$ cat src/rtl/axis_pkt_fifo_if.sv
// axis_pkt_fifo_if: write/read handshake bundle for axis_pkt_fifo.
interface axis_pkt_fifo_if #(parameter int WIDTH = 32);
  logic wr_vld, wr_rdy, wr_last, rd_vld, rd_rdy, rd_last;
  logic [WIDTH-1:0] wr_data, rd_data;
  modport master (output wr_vld, wr_data, wr_last, rd_rdy, input wr_rdy, rd_vld, rd_data, rd_last);
  modport slave (input wr_vld, wr_data, wr_last, rd_rdy, output wr_rdy, rd_vld, rd_data, rd_last);
endinterface

$ cat src/rtl/axis_pkt_fifo.sv
// axis_pkt_fifo: single-clock FIFO storing a last flag per word, cut-through or store-and-forward.
module axis_pkt_fifo #(
  parameter int WIDTH = 32,
  parameter int DEPTH = 8,
  parameter int PKT_MODE = 0,
  parameter int AFULL_TH = DEPTH - 2,
  parameter int AW = $clog2(DEPTH)
) (
  input  logic clk,
  input  logic rst,
  input  logic clear,
  axis_pkt_fifo_if.slave s,
  output logic [AW:0] level,
  output logic [AW:0] pkt_cnt,
  output logic almost_full,
  output logic pkt_ovf
);
  localparam logic [AW:0] FULL = (AW+1)'(DEPTH);
  localparam logic [AW:0] AF = (AW+1)'(AFULL_TH);
  logic [WIDTH:0] mem [DEPTH];
  logic [AW-1:0] wr_ptr_q, wr_ptr_d, rd_ptr_q, rd_ptr_d;
  logic [AW:0] level_q, level_d, pkt_cnt_q, pkt_cnt_d;
  logic pkt_ovf_q, pkt_ovf_d, wr_acc, rd_acc, full, empty;
  always_comb begin
    full = level_q == FULL;
    empty = level_q == '0;
    s.wr_rdy = !full;
    // full term lets a packet longer than DEPTH drain instead of deadlocking
    s.rd_vld = !empty && (PKT_MODE == 0 || pkt_cnt_q != '0 || full);
    {s.rd_last, s.rd_data} = empty ? '0 : mem[rd_ptr_q];
    wr_acc = s.wr_vld && !full && !clear;
    rd_acc = s.rd_vld && s.rd_rdy && !clear;
    wr_ptr_d = clear ? '0 : wr_ptr_q + AW'(wr_acc);
    rd_ptr_d = clear ? '0 : rd_ptr_q + AW'(rd_acc);
    level_d = clear ? '0 : level_q + (AW+1)'(wr_acc) - (AW+1)'(rd_acc);
    pkt_cnt_d = clear ? '0 : pkt_cnt_q + (AW+1)'(wr_acc && s.wr_last) - (AW+1)'(rd_acc && s.rd_last);
    pkt_ovf_d = PKT_MODE != 0 && !clear && (pkt_ovf_q || (level_d == FULL && pkt_cnt_d == '0));
    level = level_q;
    pkt_cnt = pkt_cnt_q;
    almost_full = level_q >= AF;
    pkt_ovf = pkt_ovf_q;
  end
  always_ff @(posedge clk)
    if (wr_acc) mem[wr_ptr_q] <= {s.wr_last, s.wr_data};
  always_ff @(posedge clk or posedge rst)
    if (rst) begin
      wr_ptr_q <= '0;
      rd_ptr_q <= '0;
      level_q <= '0;
      pkt_cnt_q <= '0;
      pkt_ovf_q <= 1'b0;
    end else begin
      wr_ptr_q <= wr_ptr_d;
      rd_ptr_q <= rd_ptr_d;
      level_q <= level_d;
      pkt_cnt_q <= pkt_cnt_d;
      pkt_ovf_q <= pkt_ovf_d;
    end
endmodule

$ cat src/flat_wrapper.sv
// flat-port wrapper written by rule: the top's interface ports become plain ports
module axis_pkt_fifo_flat 
#(
  parameter int WIDTH = 32,
  parameter int DEPTH = 8,
  parameter int PKT_MODE = 0,
  parameter int AFULL_TH = DEPTH - 2,
  parameter int AW = $clog2(DEPTH)
)
  (clk, rst, clear, level, pkt_cnt, almost_full, pkt_ovf, s_wr_vld, s_wr_data, s_wr_last, s_rd_rdy, s_wr_rdy, s_rd_vld, s_rd_data, s_rd_last);
  axis_pkt_fifo_if #(.WIDTH(WIDTH)) s_i ();
  input  logic clk;
  input  logic rst;
  input  logic clear;
  output logic [AW:0] level;
  output logic [AW:0] pkt_cnt;
  output logic almost_full;
  output logic pkt_ovf;
  input wire logic [$bits(s_i.wr_vld)-1:0] s_wr_vld;
  input wire logic [$bits(s_i.wr_data)-1:0] s_wr_data;
  input wire logic [$bits(s_i.wr_last)-1:0] s_wr_last;
  input wire logic [$bits(s_i.rd_rdy)-1:0] s_rd_rdy;
  output wire logic [$bits(s_i.wr_rdy)-1:0] s_wr_rdy;
  output wire logic [$bits(s_i.rd_vld)-1:0] s_rd_vld;
  output wire logic [$bits(s_i.rd_data)-1:0] s_rd_data;
  output wire logic [$bits(s_i.rd_last)-1:0] s_rd_last;
  assign s_i.wr_vld = s_wr_vld;
  assign s_i.wr_data = s_wr_data;
  assign s_i.wr_last = s_wr_last;
  assign s_i.rd_rdy = s_rd_rdy;
  assign s_wr_rdy = s_i.wr_rdy;
  assign s_rd_vld = s_i.rd_vld;
  assign s_rd_data = s_i.rd_data;
  assign s_rd_last = s_i.rd_last;
  axis_pkt_fifo #(.WIDTH(WIDTH), .DEPTH(DEPTH), .PKT_MODE(PKT_MODE), .AFULL_TH(AFULL_TH), .AW(AW)) u_core (.clk(clk), .rst(rst), .clear(clear), .s(s_i), .level(level), .pkt_cnt(pkt_cnt), .almost_full(almost_full), .pkt_ovf(pkt_ovf));
endmodule
$ cat config.mk
export PLATFORM = sky130hd
export DESIGN_NAME = axis_pkt_fifo_flat
export DESIGN_NICKNAME = d
export VERILOG_FILES = /design/src/rtl/axis_pkt_fifo_if.sv /design/src/rtl/axis_pkt_fifo.sv /design/src/flat_wrapper.sv
export SDC_FILE = /design/constraint.sdc
export NUM_CORES = 1
export LEC_CHECK = 0
export ABC_AREA = 1
export BUFFER_PORTS_ARGS = -buffer_cell sky130_fd_sc_hd__buf_4
export CAP_MARGIN = 20
export CELL_PAD_IN_SITES_DETAIL_PLACEMENT = 0
export CELL_PAD_IN_SITES_GLOBAL_PLACEMENT = 1
export CORE_MARGIN = 4
export CORE_UTILIZATION = 50
export CTS_BUF_LIST = sky130_fd_sc_hd__clkbuf_8
export DETAILED_ROUTE_END_ITERATION = 6
export GPL_TIMING_DRIVEN = 0
export MAX_ROUTING_LAYER = met4
export PLACE_DENSITY = 0.83
export SLEW_MARGIN = 10
export SYNTH_ARGS = -nofsm -noshare
export SYNTH_HDL_FRONTEND = slang
export SYNTH_SLANG_ARGS = --single-unit
$ cat constraint.sdc
create_clock -name clk -period 3.25 [get_ports clk]
set_clock_uncertainty 0.15 [all_clocks]
set_input_delay 0.65 -clock clk [delete_from_list [all_inputs] [get_ports clk]]
set_output_delay 0.65 -clock clk [all_outputs]
set_load 0.05 [all_outputs]
==> results by stage, run 1 <==
Power and ir drop:
- The maximum vdd ir drop is about 0.62 mV.
- The relative contribution of the clock network to total power is 0.265.
- The share of power burned in registers is 0.392.
- Dividing total power by cell area gives a power density of between 700 and 800 nW/um^2.
- The overall power consumption is 10.5 mW.
- The switching part of the total is 0.374.
- The combinational share of power is 0.343.
- The net switching power figure is 3.91 mW.
- The static leakage is 5.22 nW.
- Internal power comes to 6.55 mW.

CTS:
- The clock-pin transition on the worst setup and hold timing paths is approximately 0.060 ns.
- The root buffer cell chosen for the clock tree is sky130_fd_sc_hd__clkbuf_8.
- The clock sink total is 278.
- Counting along the longest clock path gives a buffer depth of 3.
- The hold buffer count at CTS is 0.
- The H-tree was split into 2 levels.
- In this run the post-CTS setup repair buffer count came out at 0.
- The TritonCTS clock tree is yes.
- TritonCTS created 46 clock buffers.
- For the worst-skew pair, the clock arrives at the later sink with an insertion delay of 0.54 ns.

Route:
- The routed wire length is 27.5 mm.
- Dividing the detail-routed via count by the number of cells gives 5.22.
- For this block, the via count after detailed routing is 7591.
- The number of remaining DRC errors is 0.
- The routed length per instance is 18.9 microns.
- The first routing iteration left roughly 640 violations.
- For this run, the detailed router's first-pass iteration total came to 5.
- The count of nets left with antenna violations once routing finished came out at 0.

Logic synthesis:
- Of the total synthesized cell area, the portion taken by AND, OR, NAND and NOR gates is 0.160.
- The post-synth net total is 1053.
- Of the total synthesized cell area, the portion taken by XOR and XNOR cells is 0.00304.
- The cell area after synthesis is around 12000 sq um.
- The number of flip-flops and latches in the synthesized netlist is 278.
- The complex-gate fraction of the synthesized area is 0.0588.
- The number of standard cells after synthesis is 998.
- The synthesis warning total is 0.
- By area, the combinational part of the netlist is dominated by simple AND/OR/NAND/NOR gates.
- Of the total synthesized cell area, the portion taken by full adders, half adders and majority gates is 0.0198.
- After synthesis, the share of cell area in mux cells is 0.
- The share of synthesized flip-flops with an asynchronous set or reset is 0.0504.
- The predominant post-synthesis flop cell is sky130_fd_sc_hd__edfxtp_1.
- The post-synthesis area per instance is 11.5 sq um.
- The number of synthesized flops with an enable pin is 264.
- Of the synthesized area, sequential elements account for 0.719.
- After synthesis, the netlist uses 24 different library cells.

Worst hold path:
- The class of the tightest hold or removal check is in -> async.

Floorplanning:
- The chip height is 160 microns.
- The cell row count is 55.
- The initial cell density of the core is 0.509.
- The I/O pin count is 83.
- The floorplan step set the die width to 160 microns.
- The core region is between 20000 and 25000 sq um.
- The full die area is 25500 sq um.

Worst setup path:
- The data required time at the worst endpoint is 2.45 ns.
- The beginning of the critical path is u_core.rd_ptr_q[1]$_DFF_PP0_.
- In this run the worst path has a maximum fanout of 10.
- The category of the most critical setup path is reg -> out.
- The arrival time reported for the critical path endpoint is 2.32 ns.
- The internal reg-to-reg setup slack is 0.39 ns.
- The worst reg-to-reg path cell count is 15.
- The type of element capturing the critical path is a primary output.
- In this run the critical register-to-register path is captured at u_core.pkt_cnt[2]$_DFF_PP0_.
- The startpoint class of the critical path is a flip-flop.
- The startpoint identified for the worst register-to-register timing path is u_core.rd_ptr_q[0]$_DFF_PP0_.

Global route:
- The number of global-route vias before repair is 7450.
- The overall global routing resource usage is 0.223.
- The total overflow left after global routing is 0.
- Entering global routing, the biggest net connects 25 pins.
- The global-route wire length before repair is 42.5 mm.
- The initial antenna violation count is 0.

Placement:
- The quantity of I/O buffers inserted on ports is 81.
- The congestion estimate from routability-driven global placement came to 0.750.
- The half-perimeter wire length of the detailed placement result is around 17 mm.

STA:
- At the pin with the least slew margin, the transition time is 0.874 ns.
- Setup repair after global routing could not meet its margin everywhere.
- Headroom to the max-slew limit came out at 0.416.
- The final-report hold violation count is 0.
- Setup total negative slack on the finished layout was measured at 0 ns.
- Derived from the worst setup path, the maximum achievable clock frequency is 0.321 GHz.
- The count of pins over their slew limit is 0.
- The smallest clock period supported by the final layout is computed as 3.12 ns.
- The total setup violations reported at the end of the flow is 0.
- The final clock period utilization by the worst path is 0.958.

Layout:
- At the end of the flow, the number of nets in the layout was approximately 1.2k.
- The fraction of layout cells with a size suffix above 1 is 0.175.
- The antenna diode count is 0.
- The number of fillers in the final layout is 1805.
- From synthesis to final layout, the design area changed by 18.1%.

Outcome:
- The run finished with clean final reports.

Flow run:
- The max-cap check violation count is 0.
==> cells in the mapped netlist, types with 10 or more instances <==
cell type	count	share of area
sky130_fd_sc_hd__o21ai_1	44	0.019
sky130_fd_sc_hd__clkbuf_1	11	0.0036
sky130_fd_sc_hd__inv_1	31	0.010
sky130_fd_sc_hd__o21ai_0	85	0.037
sky130_fd_sc_hd__buf_6	10	0.0098
sky130_fd_sc_hd__nor2_1	343	0.11
sky130_fd_sc_hd__dfrtp_1	14	0.030
sky130_fd_sc_hd__buf_2	25	0.011
sky130_fd_sc_hd__nand2_1	86	0.028
sky130_fd_sc_hd__ha_1	15	0.016
sky130_fd_sc_hd__edfxtp_1	264	0.69
sky130_fd_sc_hd__nand3_1	43	0.019
==> flip-flops by register name, indices dropped and copies added (netlist names) <==
name,flops
u_core.mem,264
u_core.wr_ptr_q,3
u_core.pkt_cnt,4
u_core.level,4
u_core.rd_ptr_q,3
==> layout make-up <==
type                    count  area, sq um  share of cell area
flip-flops and latches    278         8280               0.609
multi-input cells         631         2850               0.210
repair buffers             89          798              0.0587
clock buffers              49          674              0.0496
plain buffers              56          357              0.0262
well taps                 285          357              0.0262
clock inverters            33          159              0.0117
inverters                  33          124             0.00911
==> logic make-up (layout without fill, tap and decap cells) <==
logic type,after synthesis,in the layout
buf+inv,89,260
other cells,1,1
flops,278,278
simple gates,474,474
compound gates,135,135
fa+ha+maj,17,17
xor+xnor,4,4
==> placed cells by master, fill, tap and decap left out, drive strengths merged <==
cell type / n
conb: 1
nor3b: 1
clkbuf: 65
nor2: 343
dfrtp: 14
ha: 15
buf: 129
a31oi: 1
inv: 48
nand3b: 1
edfxtp: 264
xnor2: 3
a21oi: 5
clkinvlp: 1
xor2: 1
clkinv: 16
o21ai: 129
nand3: 43
nand2: 86
bufinv: 1
fa: 2
==> layer usage <==
layer | GRT usage | vias up | part of all wire
li1 | - | 3692 | -
met1 | 0.290 | 3562 | 0.43
met2 | 0.366 | 284 | 0.49
met3 | 0.0354 | 53 | 0.065
met4 | 0.0651 | 0 | 0.022
met5 | - | - | 0
==> per-stage QoR <==
stage	cell area [sq um]	setup WS (ns)	hold WS, ns	utilization	instances
after floorplan	11500	-0.0928	0.389	-	998
after global placement	12500	-0.290	0.437	0.552	1364
after detailed placement	12700	0.309	0.448	0.562	1372
after CTS	13600	0.00715	0.00935	0.600	1454
after global routing	13600	-0.00979	0.0533	0.601	1454
final	13600	0.135	0.0160	0.601	1454
==> what timing repair did <==
item / in CTS / in global routing
endpoints found under the setup margin: 28 / 24
gates cloned: 0 / 0
endpoints found under the hold margin: 0 / 0
resized for setup: 7 / 16
==> power groups by stage <==
stage | Combinational, mW | Sequential (mW) | Clock, mW
final | 3.58 | 4.10 | 2.78
after floorplan | 2.30 | 4.29 | 0
after global placement | 3.51 | 4.17 | 0
after global routing | 3.88 | 4.11 | 3.01
after CTS | 3.59 | 4.10 | 2.83
after detailed placement | 3.57 | 4.17 | 0
==> worst max-delay path by stage <==
stage / end / slack [ns] / cells after the start
after floorplan: u_core.mem[0][0]$_DFFE_PP_ / -0.09 / 7
after global placement: u_core.mem[3][15]$_DFFE_PP_ / -0.29 / 7
after detailed placement: u_core.pkt_cnt[1]$_DFF_PP0_ / 0.31 / 13
after CTS: s_rd_data[28] / 0.007 / 9
after global routing: s_rd_data[22] / -0.01 / 8
final: s_rd_data[28] / 0.13 / 9
==> worst max-delay path, cell delays in order, from the launching register on <==
cell,delay (ns)
sky130_fd_sc_hd__dfrtp_2,0.44
sky130_fd_sc_hd__inv_2,0.06
sky130_fd_sc_hd__buf_2,0.20
sky130_fd_sc_hd__clkbuf_4,0.26
sky130_fd_sc_hd__nor2_1,0.16
sky130_fd_sc_hd__o21ai_1,0.10
sky130_fd_sc_hd__nand3_1,0.09
sky130_fd_sc_hd__nand2_1,0.08
sky130_fd_sc_hd__nor2_2,0.15
sky130_fd_sc_hd__buf_4,0.22
Power figures use the tool's default switching activity.
==> run 2, diff against run 1 <==
--- a/config.mk
+++ b/config.mk
@@ -11,12 +11,12 @@
 export CELL_PAD_IN_SITES_DETAIL_PLACEMENT = 0
 export CELL_PAD_IN_SITES_GLOBAL_PLACEMENT = 1
 export CORE_MARGIN = 4
-export CORE_UTILIZATION = 50
+export CORE_UTILIZATION = 45
 export CTS_BUF_LIST = sky130_fd_sc_hd__clkbuf_8
 export DETAILED_ROUTE_END_ITERATION = 6
 export GPL_TIMING_DRIVEN = 0
 export MAX_ROUTING_LAYER = met4
-export PLACE_DENSITY = 0.83
+export PLACE_DENSITY = 0.79
 export SLEW_MARGIN = 10
 export SYNTH_ARGS = -nofsm -noshare
 export SYNTH_HDL_FRONTEND = slang
==> constraint.sdc (replaced) <==
create_clock -name clk -period 2.5 [get_ports clk]
set_clock_uncertainty 0.15 [all_clocks]
set_input_delay 0.5 -clock clk [delete_from_list [all_inputs] [get_ports clk]]
set_output_delay 0.5 -clock clk [all_outputs]
set_load 0.05 [all_outputs]
==> run 2 against run 1 <==
The run now ends with negative setup slack left; core utilization is 1.1 points lower; die area rose by 11%; power is 44% higher; sequential power grew 30%; first-iteration DRC count shrank 3.8%; highest routed layer unchanged; critical path depth grew 1; setup slack worse by 0.46 ns; clock power is 22% higher; critical endpoint is now s_rd_data[22]; via count is 4.5% higher; clock-buffer cell count shrank 2; wire length rose by 7.4%.
==> results by stage, run 2 (synthesis results as in run 1) <==
STA:
- The count of pins over their slew limit was 0 (unchanged).
- The minimum hold slack is 0.0363 ns (+0.0203 ns).
- The final-report hold violation count came to 0 (unchanged).
- The normalized max-slew margin is 0.494 (+0.0779).
- Setup repair after global routing could not meet its margin everywhere.
- The total setup violations reported at the end of the flow is 69 (+69).
- The final critical path time including I/O delays and setup is about 2.8 ns.
- Dividing the final minimum period by the clock period gives 1.13.
- Derived from the worst setup path, the maximum achievable clock frequency is about 0.35 GHz.
- The final worst-path setup slack is -0.328 ns (-0.463 ns).
- The setup TNS is -9.93 ns (-9.93 ns).
- The slew at the pin with the worst max-slew slack is 0.758 ns (-0.117 ns).

Worst setup path:
- The startpoint class of the critical path is a flip-flop.
- The startpoint identified for the worst register-to-register timing path is u_core.rd_ptr_q[0]$_DFF_PP0_.
- The delay contributed by the slowest stage of the critical path was 0.43 ns (about the same).
- The arrival time reported for the critical path endpoint came to 2.18 ns (-0.14 ns).
- The data required time at the worst endpoint was 1.85 ns (-0.60 ns).
- The sum of buffers and inverters on the critical path is 4 (unchanged).
- The category of the most critical setup path is reg -> out.
- The critical path goes through buf_6 > clkbuf_16 > clkbuf_16 > nor2_1 > nor2_1 > o21ai_0 > nand3_1 > nand2_1 > nor2_2 > buf_6.
- The worst-path maximum fanout is 6 (-4).
- The internal reg-to-reg setup slack came to -0.19 ns (-0.58 ns).
- STA classifies the critical path endpoint as a primary output.
- The slowest stage of the critical path belongs to the cell sky130_fd_sc_hd__dfrtp_1.
- The most critical setup path has its startpoint at u_core.rd_ptr_q[0]$_DFF_PP0_.
- The cell type group with the largest total delay on the critical path is buffers and inverters.

Power and ir drop:
- The maximum vdd ir drop was 0.828 mV (+34%).
- The overall power consumption is 15.1 mW (+44%).
- The areal power density over the cells came to 1020 nW/um^2 (+32%).
- The static leakage was 5.56 nW (+6.5%).

Layout:
- The fraction of layout cells with a size suffix above 1 is 0.293 (+0.118).
- The number of fillers in the final layout came to 1964 (+8.8%).
- Compared with the post-synthesis result, the final layout area differs by 28.9%.
- In the layout the commonest cells are sky130_fd_sc_hd__edfxtp_1 (264), sky130_fd_sc_hd__nor2_1 (261), sky130_fd_sc_hd__o21ai_1 (80), sky130_fd_sc_hd__buf_4 (72), sky130_fd_sc_hd__nand2_1 (68).
- The area of the multi-input gates came to 3320 sq um (+16%).
- The number of flip-flops in the largest register is 264 (unchanged).
- The number of nets at the end of the flow is 1215 (+2.1%).
- Counting flops per register, the top entry is u_core.mem.
- The register area is 8280 sq um (about the same).
- The cell area after layout was 14800 sq um (+9.1%).
- The commonest non-fill, non-tap cell in the layout is sky130_fd_sc_hd__edfxtp_1.
- The antenna diode count is 0 (unchanged).

Global route:
- The initial antenna violation count is 0 (unchanged).
- The overall global routing resource usage came to 0.207 (-0.0160).
- The largest net degree at the start of global routing is 21 (-16%).
- The sum of overflow across all layers after global routing is 0 (unchanged).
- The number of global-route vias before repair is 7585 (+1.8%).
- The global-route wire length before repair is 43.3 mm (+2.0%).

CTS:
- The clock latency at the later pin of the worst-skew pair was 0.55 ns (about the same).
- The clock sink total is 278 (unchanged).
- The clock-pin transition on the worst setup and hold timing paths is 0.06 ns (about the same).
- In this run the clock root is driven by a sky130_fd_sc_hd__clkbuf_8.
- The number of buffers on the longest clock path was 3 (unchanged).
- TritonCTS built the clock tree.
- The H-tree level count is 2 (unchanged).
- The total CTS buffers is 44 (-4.3%).

Floorplanning:
- The full die area is 28200 sq um (+11%).
- The I/O pin count came to 83 (unchanged).
- The area inside the core boundary is 25200 sq um (+11%).
- The overall die width is 168 microns (+5.1%).
- The chip height is 168 microns (+5.1%).
- The cell row count is 58 (+5.5%).
- The initial cell density of the core was 0.457 (-0.0513).

Placement:
- The placed instance area is 13000 sq um (+1.8%).
- The quantity of I/O buffers inserted on ports is 81 (unchanged).
- The half-perimeter wire length of the detailed placement result came to 17.4 mm (+1.7%).
- The routability-driven placement congestion ratio came to 0.783 (+4.5%).

Outcome:
- The final reports fail on negative setup slack.
- The flow ran to the end, but the final reports show violations.

Worst hold path:
- In this run the most critical hold path is launched from s_wr_data[3].
- The class of the tightest hold or removal check is in -> reg.

Route:
- The number of remaining DRC errors is 0 (unchanged).
- The number of vias per cell after detailed routing is 5.23 (+0.14%).
- The routed wire length is 29.5 mm (+7.4%).
- The detailed-router iteration count before antenna repair is 7 (+2).
- The routed length per instance came to 19.4 microns (+2.9%).
- The number of routed nets with antenna violations is 0 (unchanged).
- The total number of vias was 7936 (+4.5%).
- The number of DRC markers in iteration 0 is 615 (-3.8%).

Flow run:
- The max-cap check violation count is 0 (unchanged).
[run 2: cell type report]
class | count | area share
sequential | 278 | 0.558
multi-input combinational | 634 | 0.223
timing repair buffer | 113 | 0.0877
clock buffer | 47 | 0.0436
buffer | 56 | 0.0421
tap | 330 | 0.0278
inverter | 33 | 0.00978
clock inverter | 27 | 0.00742
[run 2: metrics by stage]
step	cells	util	setup slack [ns]
6_report	1518	0.589	-0.328
5_1_grt	1518	0.589	-0.445
4_1_cts	1506	0.575	-0.339
3_5_place_dp	1416	0.514	-0.383
3_3_place_gp	1409	0.507	-0.349
2_1_floorplan	998	-	0.00146
[run 2: worst paths after layout]
kind,endpoint,depth (start not counted)
worst min register to register,u_core.wr_ptr_q[2]$_DFF_PP0_,2
max in group asynchronous,u_core.level[0]$_DFF_PP0_,3
min in group asynchronous,u_core.pkt_cnt[3]$_DFF_PP0_,3
worst min-delay path,u_core.mem[2][3]$_DFFE_PP_,1
worst max register to register,u_core.pkt_cnt[2]$_DFF_PP0_,14
worst max-delay path,s_rd_data[22],10
[run 2: timing repair]
item,in CTS,in global routing
gates resized for setup,199,78
gates cloned,5,4
hold endpoints to repair,15,0
buffers inserted,9,9
hold buffers,2,0
pin swaps,33,31
endpoints found under the setup margin,99,102
[run 2: routing by layer]
layer,up-vias,wire length [microns],track usage
met3,61,2020,0.0343
met5,-,0,-
met4,0,718,0.0572
met1,3829,12100,0.265
li1,3735,-,-
met2,311,14600,0.344
[run 2: where the power goes]
group	internal, mW	total (mW)	switching [mW]
clock network	1.71	3.39	1.67
registers	5.27	5.35	0.0830
logic	2.37	6.33	3.96
total	9.35	15.1	5.71
[run 2: worst reg2reg max path, stage by stage, from the launching register on]
cell and delay [ns]:
sky130_fd_sc_hd__dfrtp_1 0.43, sky130_fd_sc_hd__buf_6 0.19, sky130_fd_sc_hd__clkbuf_16 0.18, sky130_fd_sc_hd__buf_8 0.14, sky130_fd_sc_hd__nand2_1 0.07, sky130_fd_sc_hd__nand3_1 0.08, sky130_fd_sc_hd__nand3_1 0.09, sky130_fd_sc_hd__nand3_2 0.12
sky130_fd_sc_hd__nor2_1 0.05, sky130_fd_sc_hd__ha_1 0.26, sky130_fd_sc_hd__inv_1 0.04, sky130_fd_sc_hd__ha_2 0.19, sky130_fd_sc_hd__fa_1 0.37, sky130_fd_sc_hd__xnor2_1 0.14, sky130_fd_sc_hd__nor2_1 0.05
==> run 3, diff against run 2 <==
--- a/config.mk
+++ b/config.mk
@@ -21,3 +21,4 @@
 export SYNTH_ARGS = -nofsm -noshare
 export SYNTH_HDL_FRONTEND = slang
 export SYNTH_SLANG_ARGS = --single-unit
+export TNS_END_PERCENT = 1
==> run 3 against run 2 <==
The flow still finishes with violations (negative setup slack); first-iteration DRC count down 8.6%; combinational power down 13%; non-clock buffer count shrank 21; worst hold slack better by 0.0014 ns; global-route usage is 0.84 points lower; critical path type unchanged; largest cell class unchanged; largest power group unchanged; highest routed layer unchanged.
==> results by stage, run 3 (synthesis results as in run 1) <==
Outcome:
- The run finished, with violations left.
- The final reports fail on negative setup slack.

STA:
- The highest achievable clock rate was 0.356 GHz (+0.54%).
- The final critical path time including I/O delays and setup is 2.81 ns (-0.0152 ns).
- The total setup violations reported at the end of the flow is 36 (-48%).
- The slew at the pin with the worst max-slew slack is 0.706 ns (-0.0520 ns).
- Setup repair after global routing could not meet its margin everywhere.
- The final worst-path setup slack is -0.313 ns (+0.0152 ns).
- The normalized max-slew margin is 0.528 (+0.0347).
- The count of pins over their slew limit is 0 (unchanged).
- The final-report hold violation count came to 0 (unchanged).
- The final clock period utilization by the worst path is 1.13 (-0.00606).

Global route:
- The initial antenna violation count is 0 (unchanged).
- The largest net degree at the start of global routing came to 34 (+62%).
- The global-route wire length before repair is 42.0 mm (-3.1%).
- The overall global routing resource usage is 0.198 (-0.00837).
- The number of global-route vias before repair is 7503 (-1.1%).
- The sum of overflow across all layers after global routing was 0 (unchanged).

Layout:
- The fraction of layout cells with a size suffix above 1 is 0.233 (-0.0600).
- The register with the most flip-flops in the final layout is u_core.mem.
- The number of nets at the end of the flow is 1192 (-1.9%).
- From synthesis to final layout, the design area changed by 23.3%.
- The top cell types in the final layout, fill and taps aside, are sky130_fd_sc_hd__nor2_1 (291), sky130_fd_sc_hd__edfxtp_1 (264), sky130_fd_sc_hd__nand2_1 (81), sky130_fd_sc_hd__o21ai_0 (79), sky130_fd_sc_hd__buf_4 (65).
- The number of flip-flops in the largest register is 264 (unchanged).
- The commonest non-fill, non-tap cell in the layout is sky130_fd_sc_hd__nor2_1.
- The final cell utilization of the core is 0.564 (-0.0256).
- The cell area after layout is 14200 sq um (-4.3%).
- The antenna diode count was 0 (unchanged).
- The number of standard cells in the final layout excluding fillers is 1502 (-1.1%).
- The number of fillers in the final layout came to 2085 (+6.2%).

Worst setup path:
- The arrival time reported for the critical path endpoint is 2.16 ns (-0.02 ns).
- The worst-path maximum fanout is 10 (+4).
- The startpoint class of the critical path is a flip-flop.
- The worst setup path is of the reg -> out kind.
- The data required time at the worst endpoint is 1.85 ns (about the same).
- The worst setup path is captured at a primary output.

Route:
- The number of DRC markers in iteration 0 is 562 (-8.6%).
- The number of remaining DRC errors is 0 (unchanged).
- The routed length per instance is 18.2 microns (-6.2%).
- The detailed-router iteration count before antenna repair is 5 (-2).
- The routed wire length is 27.4 mm (-7.2%).
- The total number of vias was 7560 (-4.7%).
- The number of routed nets with antenna violations is 0 (unchanged).
- The number of vias per cell after detailed routing is 5.03 (-3.7%).

Floorplanning:
- The chip height is 168 microns (unchanged).
- The full die area is 28200 sq um (unchanged).
- The cell row count is 58 (unchanged).
- The area inside the core boundary was 25200 sq um (unchanged).
- The initial cell density of the core came to 0.457 (unchanged).
- The overall die width is 168 microns (unchanged).
- The I/O pin count is 83 (unchanged).

Placement:
- The quantity of I/O buffers inserted on ports is 81 (unchanged).
- The half-perimeter wire length of the detailed placement result was 17.2 mm (-1.4%).
- The placed cell count was 1414 (-0.14%).
- The pre-CTS setup slack is -0.393 ns (-0.0104 ns).
- The routability-driven placement congestion ratio is 0.774 (-1.2%).
- The placed instance area is 12900 sq um (-0.59%).

CTS:
- TritonCTS built the clock tree.
- The clock latency at the later pin of the worst-skew pair was 0.53 ns (-0.02 ns).
- The total CTS buffers is 45 (+2.3%).
- The H-tree level count is 2 (unchanged).
- The clock sink total is 278 (unchanged).
- The clock-pin transition on the worst setup and hold timing paths is 0.06 ns (about the same).
- The number of buffers on the longest clock path is 3 (unchanged).
- The master cell of the clock root buffer is sky130_fd_sc_hd__clkbuf_8.

Power and ir drop:
- The maximum vdd ir drop is 0.740 mV (-11%).
- The areal power density over the cells is 1010 nW/um^2 (-0.74%).
- The overall power consumption came to 14.3 mW (-5.1%).
- The static leakage is 5.36 nW (-3.7%).

Flow run:
- The max-cap check violation count was 0 (unchanged).

Worst hold path:
- The class of the tightest hold or removal check is in -> reg.
==> run 3: cell count changes in the layout (fill, tap and decap cells not counted), sizes merged <==
cell	delta
clkinv	+13
clkinvlp	-4
clkbuf	-3
nor2	-3
buf	-18
inv	-1
==> run 3: where the power goes <==
group | internal [mW] | switching (mW)
sequential | 5.27 | 0.0700
combinational | 1.86 | 3.66
clock | 1.74 | 1.70
==> run 3: worst paths after layout <==
kind                       depth (start not counted)                    startpoint                      endpoint  slack [ns]
min in group asynchronous                          3                           rst   u_core.pkt_cnt[2]$_DFF_PP0_        0.43
max reg2reg                                       15  u_core.rd_ptr_q[0]$_DFF_PP0_   u_core.pkt_cnt[1]$_DFF_PP0_       -0.17
max in group asynchronous                          3                           rst     u_core.level[1]$_DFF_PP0_        1.36
max                                               10  u_core.rd_ptr_q[0]$_DFF_PP0_                 s_rd_data[29]       -0.31
min                                                1                 s_wr_data[16]   u_core.mem[0][16]$_DFFE_PP_        0.04
min reg2reg                                        2  u_core.wr_ptr_q[2]$_DFF_PP0_  u_core.wr_ptr_q[2]$_DFF_PP0_        0.45
==> run 3: what timing repair did <==
item	4_1_cts	5_1_grt
gates resized for setup	92	45
hold buffers	2	0
pin swaps	7	6
hold endpoints to repair	15	0
setup endpoints to repair	136	39
setup buffers	1	0
==> run 3: through the flow <==
stage / TNS, ns / hold WS (ns)
5_1_grt: -12.71 / 0.0192
6_report: -8.36 / 0.0376
4_1_cts: -13.24 / 0.0101
3_5_place_dp: -16.24 / 0.440
3_3_place_gp: -37.85 / 0.441
2_1_floorplan: -3.21 / 0.239
==> run 3: layout make-up <==
type	count	area, sq um	area share
inverters	33	126	0.00890
clock buffers	47	647	0.0456
plain buffers	56	498	0.0351
clock inverters	35	146	0.0103
well taps	330	413	0.0291
flip-flops and latches	278	8280	0.583
multi-input cells	631	3110	0.219
repair buffers	92	980	0.0690
==> run 3: critical path, stage by stage (launching register included) <==
cell and delay (ns):
sky130_fd_sc_hd__dfrtp_1 0.42, sky130_fd_sc_hd__buf_6 0.17, sky130_fd_sc_hd__buf_12 0.15, sky130_fd_sc_hd__buf_12 0.15
sky130_fd_sc_hd__nor2_2 0.13, sky130_fd_sc_hd__nor2_1 0.06, sky130_fd_sc_hd__o21ai_1 0.09, sky130_fd_sc_hd__nand2_1 0.12
sky130_fd_sc_hd__nor2_4 0.14, sky130_fd_sc_hd__nor2_4 0.06, sky130_fd_sc_hd__buf_8 0.14
==> run 3: per-layer routing <==
| layer | GRT usage | vias up | routed length (microns) |
|---|---|---|---|
| met3 | 0.0324 | 52 | 1450 |
| met5 | - | - | 0 |
| met1 | 0.259 | 3597 | 12000 |
| li1 | - | 3693 | - |
| met2 | 0.321 | 218 | 13200 |
| met4 | 0.0635 | 0 | 728 |
